File: src/rtl/seq_shifter_pkg.sv
// Shared types and helpers for the iterative shifter.
// SEQ_SHIFTER_ROTATE_EN adds rotate support throughout.
package seq_shifter_pkg;

  localparam int WIDTH_DEF = 8;

  typedef enum logic [1:0] {
    IDLE  = 2'd0,
    SHIFT = 2'd1,
    DONE  = 2'd2
  } state_e;

  // Bit entering the vacated end for one single-position step.
  function automatic logic fill_bit(
    input logic lr,
    input logic al,
    input logic rot,
    input logic msb,
    input logic lsb
  );
    logic f;
    if (rot) begin
      f = lr ? msb : lsb;
    end else begin
      f = lr ? 1'b0 : (al & msb);
    end
    return f;
  endfunction

endpackage

File: src/rtl/seq_shifter_shift_step.sv
// One-position shift of a data word; combinational.
// SEQ_SHIFTER_ROTATE_EN adds the rot input.
module shift_step
  import seq_shifter_pkg::*;
#(
  parameter int WIDTH = WIDTH_DEF
) (
  input  logic             lr,
  input  logic             al,
`ifdef SEQ_SHIFTER_ROTATE_EN
  input  logic             rot,
`endif
  input  logic [WIDTH-1:0] d,
  output logic [WIDTH-1:0] q
);

  logic rot_i;
  logic fill;

`ifdef SEQ_SHIFTER_ROTATE_EN
  assign rot_i = rot;
`else
  assign rot_i = 1'b0;
`endif

  always_comb begin
    fill = fill_bit(lr, al, rot_i, d[WIDTH-1], d[0]);
    if (lr) begin
      q = {d[WIDTH-2:0], fill};
    end else begin
      q = {fill, d[WIDTH-1:1]};
    end
  end

endmodule

File: src/rtl/seq_shifter.sv
// Iterative shifter: one bit position per clock, valid/ready in and out.
// SEQ_SHIFTER_ROTATE_EN adds the rot port (rotate instead of shift).
module seq_shifter
  import seq_shifter_pkg::*;
#(
  parameter  int WIDTH = WIDTH_DEF,
  localparam int SHW   = $clog2(WIDTH)
) (
  input  logic             clk,
  input  logic             rst,
  input  logic             in_valid,
  output logic             in_ready,
  input  logic             al,
  input  logic             lr,
`ifdef SEQ_SHIFTER_ROTATE_EN
  input  logic             rot,
`endif
  input  logic [WIDTH-1:0] din,
  input  logic [SHW-1:0]   shamt,
  output logic             out_valid,
  input  logic             out_ready,
  output logic [WIDTH-1:0] dout
);

  state_e           state_q, state_d;
  logic [WIDTH-1:0] data_q, data_d;
  logic [WIDTH-1:0] step;
  logic [SHW-1:0]   cnt_q, cnt_d;
  logic             lr_q, lr_d;
  logic             al_q, al_d;
  logic             in_ready_q, in_ready_d;
  logic             out_valid_q, out_valid_d;
`ifdef SEQ_SHIFTER_ROTATE_EN
  logic             rot_q, rot_d;
`endif

  shift_step #(
    .WIDTH(WIDTH)
  ) u_step (
    .lr (lr_q),
    .al (al_q),
`ifdef SEQ_SHIFTER_ROTATE_EN
    .rot(rot_q),
`endif
    .d  (data_q),
    .q  (step)
  );

  always_comb begin
    state_d = state_q;
    data_d  = data_q;
    cnt_d   = cnt_q;
    lr_d    = lr_q;
    al_d    = al_q;
`ifdef SEQ_SHIFTER_ROTATE_EN
    rot_d   = rot_q;
`endif
    unique case (state_q)
      IDLE: begin
        if (in_valid && in_ready_q) begin
          data_d = din;
          cnt_d  = shamt;
          lr_d   = lr;
          al_d   = al;
`ifdef SEQ_SHIFTER_ROTATE_EN
          rot_d  = rot;
`endif
          state_d = (shamt == '0) ? DONE : SHIFT;
        end
      end
      SHIFT: begin
        data_d = step;
        cnt_d  = cnt_q - SHW'(1);
        if (cnt_q == SHW'(1)) begin
          state_d = DONE;
        end
      end
      DONE: begin
        if (out_ready) begin
          state_d = IDLE;
        end
      end
      default: begin
        state_d = IDLE;
      end
    endcase
    // Handshake outputs are registered copies of the next state.
    in_ready_d  = (state_d == IDLE);
    out_valid_d = (state_d == DONE);
  end

  always_ff @(posedge clk) begin
    if (rst) begin
      state_q     <= IDLE;
      data_q      <= '0;
      cnt_q       <= '0;
      lr_q        <= 1'b0;
      al_q        <= 1'b0;
      in_ready_q  <= 1'b1;
      out_valid_q <= 1'b0;
`ifdef SEQ_SHIFTER_ROTATE_EN
      rot_q       <= 1'b0;
`endif
    end else begin
      state_q     <= state_d;
      data_q      <= data_d;
      cnt_q       <= cnt_d;
      lr_q        <= lr_d;
      al_q        <= al_d;
      in_ready_q  <= in_ready_d;
      out_valid_q <= out_valid_d;
`ifdef SEQ_SHIFTER_ROTATE_EN
      rot_q       <= rot_d;
`endif
    end
  end

  assign in_ready  = in_ready_q;
  assign out_valid = out_valid_q;
  assign dout      = data_q;

endmodule

File: config.mk
export PLATFORM = sky130hd
export DESIGN_NAME = seq_shifter
export DESIGN_NICKNAME = d
export VERILOG_FILES = /design/src/rtl/seq_shifter_pkg.sv /design/src/rtl/seq_shifter_shift_step.sv /design/src/rtl/seq_shifter.sv
export SDC_FILE = /design/constraint.sdc
export NUM_CORES = 1
export LEC_CHECK = 0
export ABC_AREA = 1
export BUFFER_PORTS_ARGS = -buffer_cell sky130_fd_sc_hd__buf_2
export CAP_MARGIN = 5
export CORE_MARGIN = 2
export CORE_UTILIZATION = 45
export DETAILED_ROUTE_END_ITERATION = 7
export PLACE_DENSITY = 0.8
export SLEW_MARGIN = 10
export SYNTH_ARGS = -nofsm -noshare
export SYNTH_HDL_FRONTEND = slang
export SYNTH_SLANG_ARGS = --single-unit
File: constraint.sdc
create_clock -name clk -period 2.1 [get_ports clk]
set_clock_uncertainty 0.15 [all_clocks]
set_input_delay 0.42 -clock clk [delete_from_list [all_inputs] [get_ports clk]]
set_output_delay 0.42 -clock clk [all_outputs]
set_load 0.02 [all_outputs]
==> results.toml, run 1 <==
[sta]
worst-slew-pin-transition_ns = 0.432
max_slew_margin_pct = 71.1
highest_clock_rate_mhz = 646
layout_min_cycle_time_ns = 1.55
count_of_endpoints_failing_setup_in_the_final_report = 0
timing.hold.ws_ns = 0.239
final_number_of_max_transition_violations = 0
timing.final.crit_share_pct = 73.8
final_hold_vios = 0
rsz0062_at_grt = "no"
setup_total_negative_slack_ns = 0
layout_setup_ws_ns = 0.551

[final_layout]
final_core_util_pct = 53.0
layout-drive-gt1-share_pct = 27.1
layout.cells.non_filler = 205
areaGrowthSynthToFinish_pct = 14.2
final_std_cell_area_no_fill_um2 = 1150
antennaDiodeCount = 0
final.fill_count = 222
count_of_nets_after_finishing = 197

[clock_tree]
tritoncts = "done"
clkSlewWorstSetupHoldPaths_ns = 0.10
cts.path.max_buffers = 2
cts-buffers-inserted = 3
cts.repair_timing.setup_buffer_count = 0
clock_tree.root_cell = "clkbuf_4"
cts-hold-fix-buffers = 0
clock_sinks = 17
clock_insertion_delay_worst_skew_ns = 0.28
cts_max_level = 1
cts.repair.resized = 0

[pwr]
vdd.ir_drop.worst_mv = 0.364
power_density_relative_to_cell_area_nw_per_um2 = 741
p_leak_nw = 0.581
p_total_uw = 853

[synthesis]
synth_top_family_by_area = "simple AND/OR/NAND/NOR gates"
synth_enable_flop_cells = 0
synth_seq_cells = 17
synth_flop_cell = "dfxtp_1"
synth_most_common_cell = "nand2_1"
yosys-top-cells-area = "dfxtp_1 (34%), nand2_1 (17%), nor2_1 (12%)"
asyncSetResetFlopFracSynth_pct = 0
yosys.area.top_type = "dfxtp_1"
synthesis.area_per_instance_um2 = 6.63
mux_share_of_post_synthesis_cell_area_pct = 0
synth_xor_xnor_area_share_pct = 0
netlist_top_cells_count = "nand2_1 (46), nor2_1 (31), dfxtp_1 (17)"
yosys_warnings = 0
share_of_the_synthesized_area_in_the_top_cell_type_pct = 33.8
synth_cell_types = 21
synthCells = 152
syn_area_um2 = 1010
synth-compound-area-share_pct = 15.0
yosysSeqAreaShare_pct = 33.8
post_synth_fa_ha_maj_area_fraction_pct = 2.48
synthesis.nets = 171
share_of_synthesized_cell_area_in_and_or_nand_and_nor_gates_pct = 38.3

[floorplan]
row_count = 17
dieArea_um2 = 2630
die_height_um = 51.3
core_region_area_um2 = 2170
number_of_primary_i_o_pins = 27
initial_utilization_pct = 46.4
floorplan.die.width_um = 51.3

[run]
cap_violations = 0

[drt]
postRouteWirelength_um = 2000
firstDrtPassIters = 5
drt_iter0_markers = 16
drtAntennaViolNets = 0
via_count_of_the_routed_design = 981
route.detailed.drc = 0
routed_via_density = 4.79
routedWlPerCell_um = 9.75

[setup_path]
cpLargestDelayFamily = "simple AND/OR/NAND/NOR gates"
cp_max_fo = 21
timing.critical_path.from_type = "flop"
path_class = "flop to flop"
critical_path.endpoint_type = "flop"
worst-endpoint-required_ns = 2.14
crit_path_max_incr_delay_ns = 0.43
buffers_plus_inverters_on_the_worst_setup_path = 1
path_cells = "nand2_2 -> nand2_4 -> inv_1 -> nor2_1 -> nor2_2"
critPathSlowestCell = "dfxtp_1"
worst_ep_arrival_time_ns = 1.59

[place]
hpwl_um = 1520
postPlaceCellArea_um2 = 1120
post-place-cells = 201
io_buffers = 26
last_weighted_congestion_value_of_the_routability_driven_placer = 0.823
preCtsSetupSlack_ns = 0.562

[grt]
antenna_found_initial = 0
pin_count_of_the_biggest_net_entering_global_routing = 22
number_of_global_route_vias_before_repair = 816
grt_pass1_wl_um = 3310
grt_remaining_overflow = 0
grt_usage_pct = 16.2

[run_status]
status = "complete, no violations"

[min_path]
hold_class = "input pin to flop"
[where the power goes]
| group | leakage, nW | internal [mW] | switching (mW) |
|---|---|---|---|
| clock | 0.0150 | 0.0736 | 0.100 |
| sequential | 0.141 | 0.363 | 0.0436 |
| combinational | 0.426 | 0.0993 | 0.172 |
[sequential cells by signal, indices dropped and copies added (netlist names)]
signal	cells
out_valid	1
in_ready	1
lr_q	1
al_q	1
dout	8
state_q	2
cnt_q	3
[logic make-up after synthesis]
kind of cell / after synthesis
buffers and inverters: 20
AND/OR/NAND/NOR: 92
adder cells (fa/ha/maj): 2
AO/OA/AOI/OAI: 21
flip-flops: 17
[per-layer routing]
layer	global-route usage, %	routed length (µm)	part of all wire [%]	up-vias
li1	-	-	-	518
met1	20.6	918	46	435
met2	27.3	966	48	26
met3	2.63	96	4.8	2
met4	6.14	16	0.80	0
met5	0	0	0	-
[worst min-delay path: stages]
cell,delay [ns]
buf_2,0.07
o21ai_0,0.07
nor2_1,0.07
[worst paths after layout]
kind                                 start       to  slack (ns)  depth (start not counted)
worst max-delay path            state_q[0]  dout[6]        0.55                          5
worst min-delay path                    al     al_q        0.24                          3
worst max register to register  state_q[0]  dout[6]        0.55                          5
worst min register to register        al_q     al_q        0.36                          2
[cell usage in the layout, fill, tap and decap left out]
| cell | n |
|---|---|
| ha_1 | 2 |
| nand2_2 | 1 |
| o21ai_2 | 6 |
| clkbuf_4 | 3 |
| o21bai_2 | 1 |
| nand2_4 | 2 |
| nand3_1 | 6 |
| inv_2 | 1 |
| o21ai_0 | 4 |
| a21oi_1 | 6 |
| buf_2 | 26 |
| o21bai_4 | 1 |
| nand2_1 | 46 |
| o21ai_1 | 2 |
| inv_1 | 14 |
| nor2_2 | 6 |
| clkbuf_1 | 1 |
| nor2_1 | 31 |
| a21oi_2 | 1 |
| dfxtp_1 | 17 |
[area by class of cell]
type	count	area (µm²)	share of cell area, %
Clock buffer	4	26.3	2.29
Inverter	15	56.3	4.90
Multi-Input combinational cell	115	562	48.9
Sequential cell	17	340	29.6
Tap cell	28	35.0	3.05
Timing Repair Buffer	26	130	11.3
Power figures use the tool's default switching activity.
==> inputs of run 2 (changes only) <==
PLACE_DENSITY = 0.83   (was 0.8)
clock period = 1.4 ns   (was 2.1 ns; I/O delays follow)
==> run 2 against run 1 <==
Sequential cell count is the same; cell area grew 9.7%; core utilization grew 5.1 points; die area is the same; via count grew 2.4%; global-route usage grew 2.1 points; sequential share of layout area shrank 2.1 points; worst setup slack lost 0.50 ns; wire length grew 15%; worst hold slack lost 0.16 ns; count of clock-buffer cells in the layout is the same; cell count grew 4.9%; highest routed layer unchanged.
==> results.toml, run 2 (synthesis results as in run 1) <==
[floorplan]
number_of_primary_i_o_pins = 27
floorplan.die.width_um = 51.3
die_height_um = 51.3
initial_utilization_pct = 46.4
row_count = 17
core_region_area_um2 = 2170
dieArea_um2 = 2630

[final_layout]
final.fill_count = 223
most_frequent_cells_in_the_layout = "nand2_1 (45), nor2_1 (30), buf_2 (26)"
antennaDiodeCount = 0
layout.cells.non_filler = 215
areaGrowthSynthToFinish_pct = 25.2
layout-drive-gt1-share_pct = 35.8
layout_commonest_cell = "nand2_1"
largest_register_ffs = 8
count_of_nets_after_finishing = 207

[sta]
setup_total_negative_slack_ns = 0
rsz0062_at_grt = "no"
count_of_endpoints_failing_setup_in_the_final_report = 0
timing.hold.ws_ns = 0.0789
highest_clock_rate_mhz = 742
timing.final.crit_share_pct = 96.3
layout_setup_ws_ns = 0.0524
final_hold_vios = 0
layout_min_cycle_time_ns = 1.35
final_number_of_max_transition_violations = 0
max_slew_margin_pct = 83.8
worst-slew-pin-transition_ns = 0.242

[pwr]
p_leak_nw = 0.636
power_switching_uw = 523
sw_frac_of_total_pct = 37.7
vdd.ir_drop.worst_mv = 0.611
seq_power_share_pct = 44.2
clock_power_share_pct = 20.0
p_total_mw = 1.39
power.share.combinational_pct = 35.8
power.internal_uw = 864
power_density_relative_to_cell_area_nw_per_um2 = 1100

[grt]
grt_pass1_wl_um = 3730
antenna_found_initial = 0
pin_count_of_the_biggest_net_entering_global_routing = 18
grt_usage_pct = 18.3
grt_remaining_overflow = 0
number_of_global_route_vias_before_repair = 855

[place]
last_weighted_congestion_value_of_the_routability_driven_placer = 0.833
post-place-cells = 205
hpwl_um = 1620
io_buffers = 26
preCtsSetupSlack_ns = 0.0145

[setup_path]
crit_path_max_incr_delay_ns = 0.43
worst-endpoint-required_ns = 0.97
path_cells = "buf_2"
worst_ep_arrival_time_ns = 0.92
buffers_plus_inverters_on_the_worst_setup_path = 1
critPathSlowestCell = "dfxtp_1"
critical_path.endpoint_type = "primary output"
cpLargestDelayFamily = "flip-flops"
timing.critical_path.from_type = "flop"
cp_max_fo = 4
path_class = "flop to primary output"

[clock_tree]
clock_tree.root_cell = "clkbuf_4"
tritoncts = "done"
cts-hold-fix-buffers = 0
clock_sinks = 17
clock_insertion_delay_worst_skew_ns = 0.29
cts.path.max_buffers = 2
cts_max_level = 1
clkSlewWorstSetupHoldPaths_ns = 0.10
cts-buffers-inserted = 3

[drt]
via_count_of_the_routed_design = 1005
routed_via_density = 4.67
drt_iter0_markers = 27
postRouteWirelength_um = 2300
firstDrtPassIters = 4
route.detailed.drc = 0
routedWlPerCell_um = 10.7
drtAntennaViolNets = 0

[min_path]
hold_class = "input pin to flop"

[run]
cap_violations = 0

[run_status]
status = "complete, no violations"
[run 2: cell types whose count changed in the layout (fill, tap and decap cells not counted), moves of 2 or more]
| cell | change |
|---|---|
| nor2_4 | +2 |
| dfxtp_2 | +5 |
| buf_4 | +9 |
| dfxtp_1 | -5 |
[run 2: what timing repair did]
| action | in CTS | in global routing |
|---|---|---|
| hold endpoints to repair | 0 | 0 |
| pin swaps | 0 | 1 |
| resized for setup | 1 | 12 |
| setup buffers | 0 | 6 |
| endpoints found under the setup margin | 1 | 11 |
[run 2: metrics by stage]
step | area (µm²) | utilization, %
2_1_floorplan | 1010 | -
3_3_place_gp | 1150 | 53.2
3_5_place_dp | 1150 | 53.2
4_1_cts | 1190 | 54.8
5_1_grt | 1260 | 58.1
6_report | 1260 | 58.1
[run 2: layout make-up]
type,instances,area (µm²),share of cell area (%)
Multi-Input combinational cell,115,588,46.6
Sequential cell,17,347,27.5
Tap cell,28,35.0,2.78
Clock buffer,4,26.3,2.08
Inverter,15,56.3,4.46
Timing Repair Buffer,36,209,16.6
[run 2: routing by layer]
layer / global-route usage (%) / vias to the layer above / wire [µm]
met5: 0 / - / 0
met3: 2.92 / 2 / 57
met2: 27.7 / 18 / 1090
li1: - / 540 / -
met4: 5.70 / 0 / 12
met1: 26.5 / 445 / 1140
[run 2: worst paths after layout]
check	startpoint	to	slack, ns	cells past startpoint
setup / recovery	dout[4]	dout[4]	0.05	1
hold / removal	rst	state_q[0]	0.08	2
setup reg to reg	state_q[1]	dout[3]	0.09	7
hold reg to reg	al_q	al_q	0.36	2
[run 2: power groups by stage]
stage / Combinational, mW / Sequential (mW) / Clock, mW
after floorplan: 0.295 / 0.652 / 0
after global placement: 0.423 / 0.615 / 0
after detailed placement: 0.433 / 0.617 / 0
after CTS: 0.443 / 0.606 / 0.277
after global routing: 0.556 / 0.620 / 0.292
final: 0.496 / 0.613 / 0.278
==> inputs of run 3 (changes only) <==
CORE_UTILIZATION = 46   (was 45)
PLACE_DENSITY = 0.84   (was 0.83)
==> run 3 against run 2 <==
Worst hold slack improved by 0.014 ns; first-iteration DRC count down 26%; power fell by 4.7%; register-to-register slack about the same; sequential cell count stayed put; worst setup slack lost 0.0083 ns; cell area decreased by 5.5%; clock power decreased by 3%; fmax fell by 0.61%; non-clock buffer count fell by 6; critical path type unchanged.
==> results.toml, run 3 (synthesis results as in run 1) <==
[floorplan]
row_count = 16
floorplan.die.width_um = 50.8
die_height_um = 50.8
number_of_primary_i_o_pins = 27
dieArea_um2 = 2580
initial_utilization_pct = 49.8
core_region_area_um2 = 2020

[min_path]
hold_class = "input pin to flop"

[setup_path]
worst-endpoint-required_ns = 0.97
cp_max_fo = 4
crit_path_max_incr_delay_ns = 0.43
critical_path.endpoint_type = "primary output"
path_class = "flop to primary output"
path_cells = "buf_2"
timing.critical_path.from_type = "flop"
cpLargestDelayFamily = "flip-flops"
critPathSlowestCell = "dfxtp_1"
worst_ep_arrival_time_ns = 0.93
buffers_plus_inverters_on_the_worst_setup_path = 1

[sta]
worst-slew-pin-transition_ns = 0.266
layout_min_cycle_time_ns = 1.36
setup_total_negative_slack_ns = 0
final_number_of_max_transition_violations = 0
timing.final.crit_share_pct = 96.8
rsz0062_at_grt = "yes"
max_slew_margin_pct = 82.3
final_hold_vios = 0
highest_clock_rate_mhz = 738
count_of_endpoints_failing_setup_in_the_final_report = 0

[drt]
top_layer_used = "met4"
routed_via_density = 4.73
via_count_of_the_routed_design = 983
drtAntennaViolNets = 0
drt_iter0_markers = 20
firstDrtPassIters = 4
postRouteWirelength_um = 2200
route.detailed.drc = 0
met3WireLength_um = 68
wl_met1_um = 1000
routedWlPerCell_um = 10.6
wl_met2_um = 1090

[final_layout]
layout_commonest_cell = "nand2_1"
most_frequent_cells_in_the_layout = "nand2_1 (46), nor2_1 (30), buf_2 (26)"
antennaDiodeCount = 0
largest_register_ffs = 8
count_of_nets_after_finishing = 201
layout.cells.non_filler = 208
areaGrowthSynthToFinish_pct = 18.4
layout-drive-gt1-share_pct = 30.4
final.fill_count = 191

[run]
cap_violations = 0

[clock_tree]
cts.repair_timing.setup_buffer_count = 0
cts_max_level = 1
clock_tree.root_cell = "clkbuf_4"
clock_insertion_delay_worst_skew_ns = 0.29
clock_sinks = 17
cts-hold-fix-buffers = 0
tritoncts = "done"
clkSlewWorstSetupHoldPaths_ns = 0.10
cts.path.max_buffers = 2
cts-buffers-inserted = 3

[grt]
grt_remaining_overflow = 0
grt_usage_pct = 19.1
antenna_found_initial = 0
number_of_global_route_vias_before_repair = 914
grt_pass1_wl_um = 3710
pin_count_of_the_biggest_net_entering_global_routing = 18

[place]
io_buffers = 26
last_weighted_congestion_value_of_the_routability_driven_placer = 0.855
post-place-cells = 204
hpwl_um = 1700

[pwr]
seq_power_share_pct = 45.8
sw_frac_of_total_pct = 37.7
power.share.combinational_pct = 33.7
power_density_relative_to_cell_area_nw_per_um2 = 1110
power_switching_uw = 499
vdd.ir_drop.worst_mv = 0.527
power.internal_uw = 823
p_leak_nw = 0.603
clock_power_share_pct = 20.5

[run_status]
status = "complete, no violations"
==> run 3: per-layer routing <==
layer / track usage (%) / vias to the layer above
met5: 0 / -
met4: 10.8 / 0
met3: 1.79 / 4
met2: 31.8 / 26
met1: 24.0 / 428
li1: - / 525
==> run 3: power by group through the flow <==
stage | clock network, mW | logic, mW | registers, mW
finish | 0.271 | 0.446 | 0.605
global route | 0.296 | 0.501 | 0.616
CTS | 0.276 | 0.445 | 0.604
detailed placement | 0 | 0.435 | 0.615
global placement | 0 | 0.423 | 0.612
floorplan | 0 | 0.295 | 0.652
==> run 3: what timing repair did <==
action,in CTS,in global routing
resized for setup,1,3
cloned,0,0
hold endpoints to repair,0,0
endpoints found under the setup margin,1,8
==> run 3: metrics by stage <==
| stage | hold WS (ns) | instance area, µm² | setup slack (ns) | util, % | power, mW |
|---|---|---|---|---|---|
| final | 0.0933 | 1190 | 0.0442 | 59.0 | 1.32 |
| after global routing | 0.0968 | 1190 | -0.0128 | 59.0 | 1.41 |
| after CTS | 0.0914 | 1190 | 0.0387 | 58.7 | 1.33 |
| after detailed placement | 0.336 | 1150 | 0.0101 | 57.0 | 1.05 |
| after global placement | 0.323 | 1150 | 0.0677 | 57.0 | 1.03 |
| after floorplan | 0.202 | 1010 | 0.137 | - | 0.948 |
==> run 3: path summary, 6_finish.rpt <==
path                            startpoint         end  slack [ns]  depth (start not counted)
worst max-delay path               dout[6]     dout[6]        0.04                          1
worst min-delay path                   rst  state_q[0]        0.09                          2
worst max register to register    cnt_q[1]    in_ready        0.08                          9
worst min register to register        al_q        al_q        0.36                          2
==> run 3: cell type report <==
type,count,area [µm²],share of cell area [%]
Inverter,15,56.3,4.72
Multi-Input combinational cell,115,573,48.1
Sequential cell,17,343,28.8
Clock buffer,4,26.3,2.20
Timing Repair Buffer,30,160,13.4
Tap cell,27,33.8,2.83
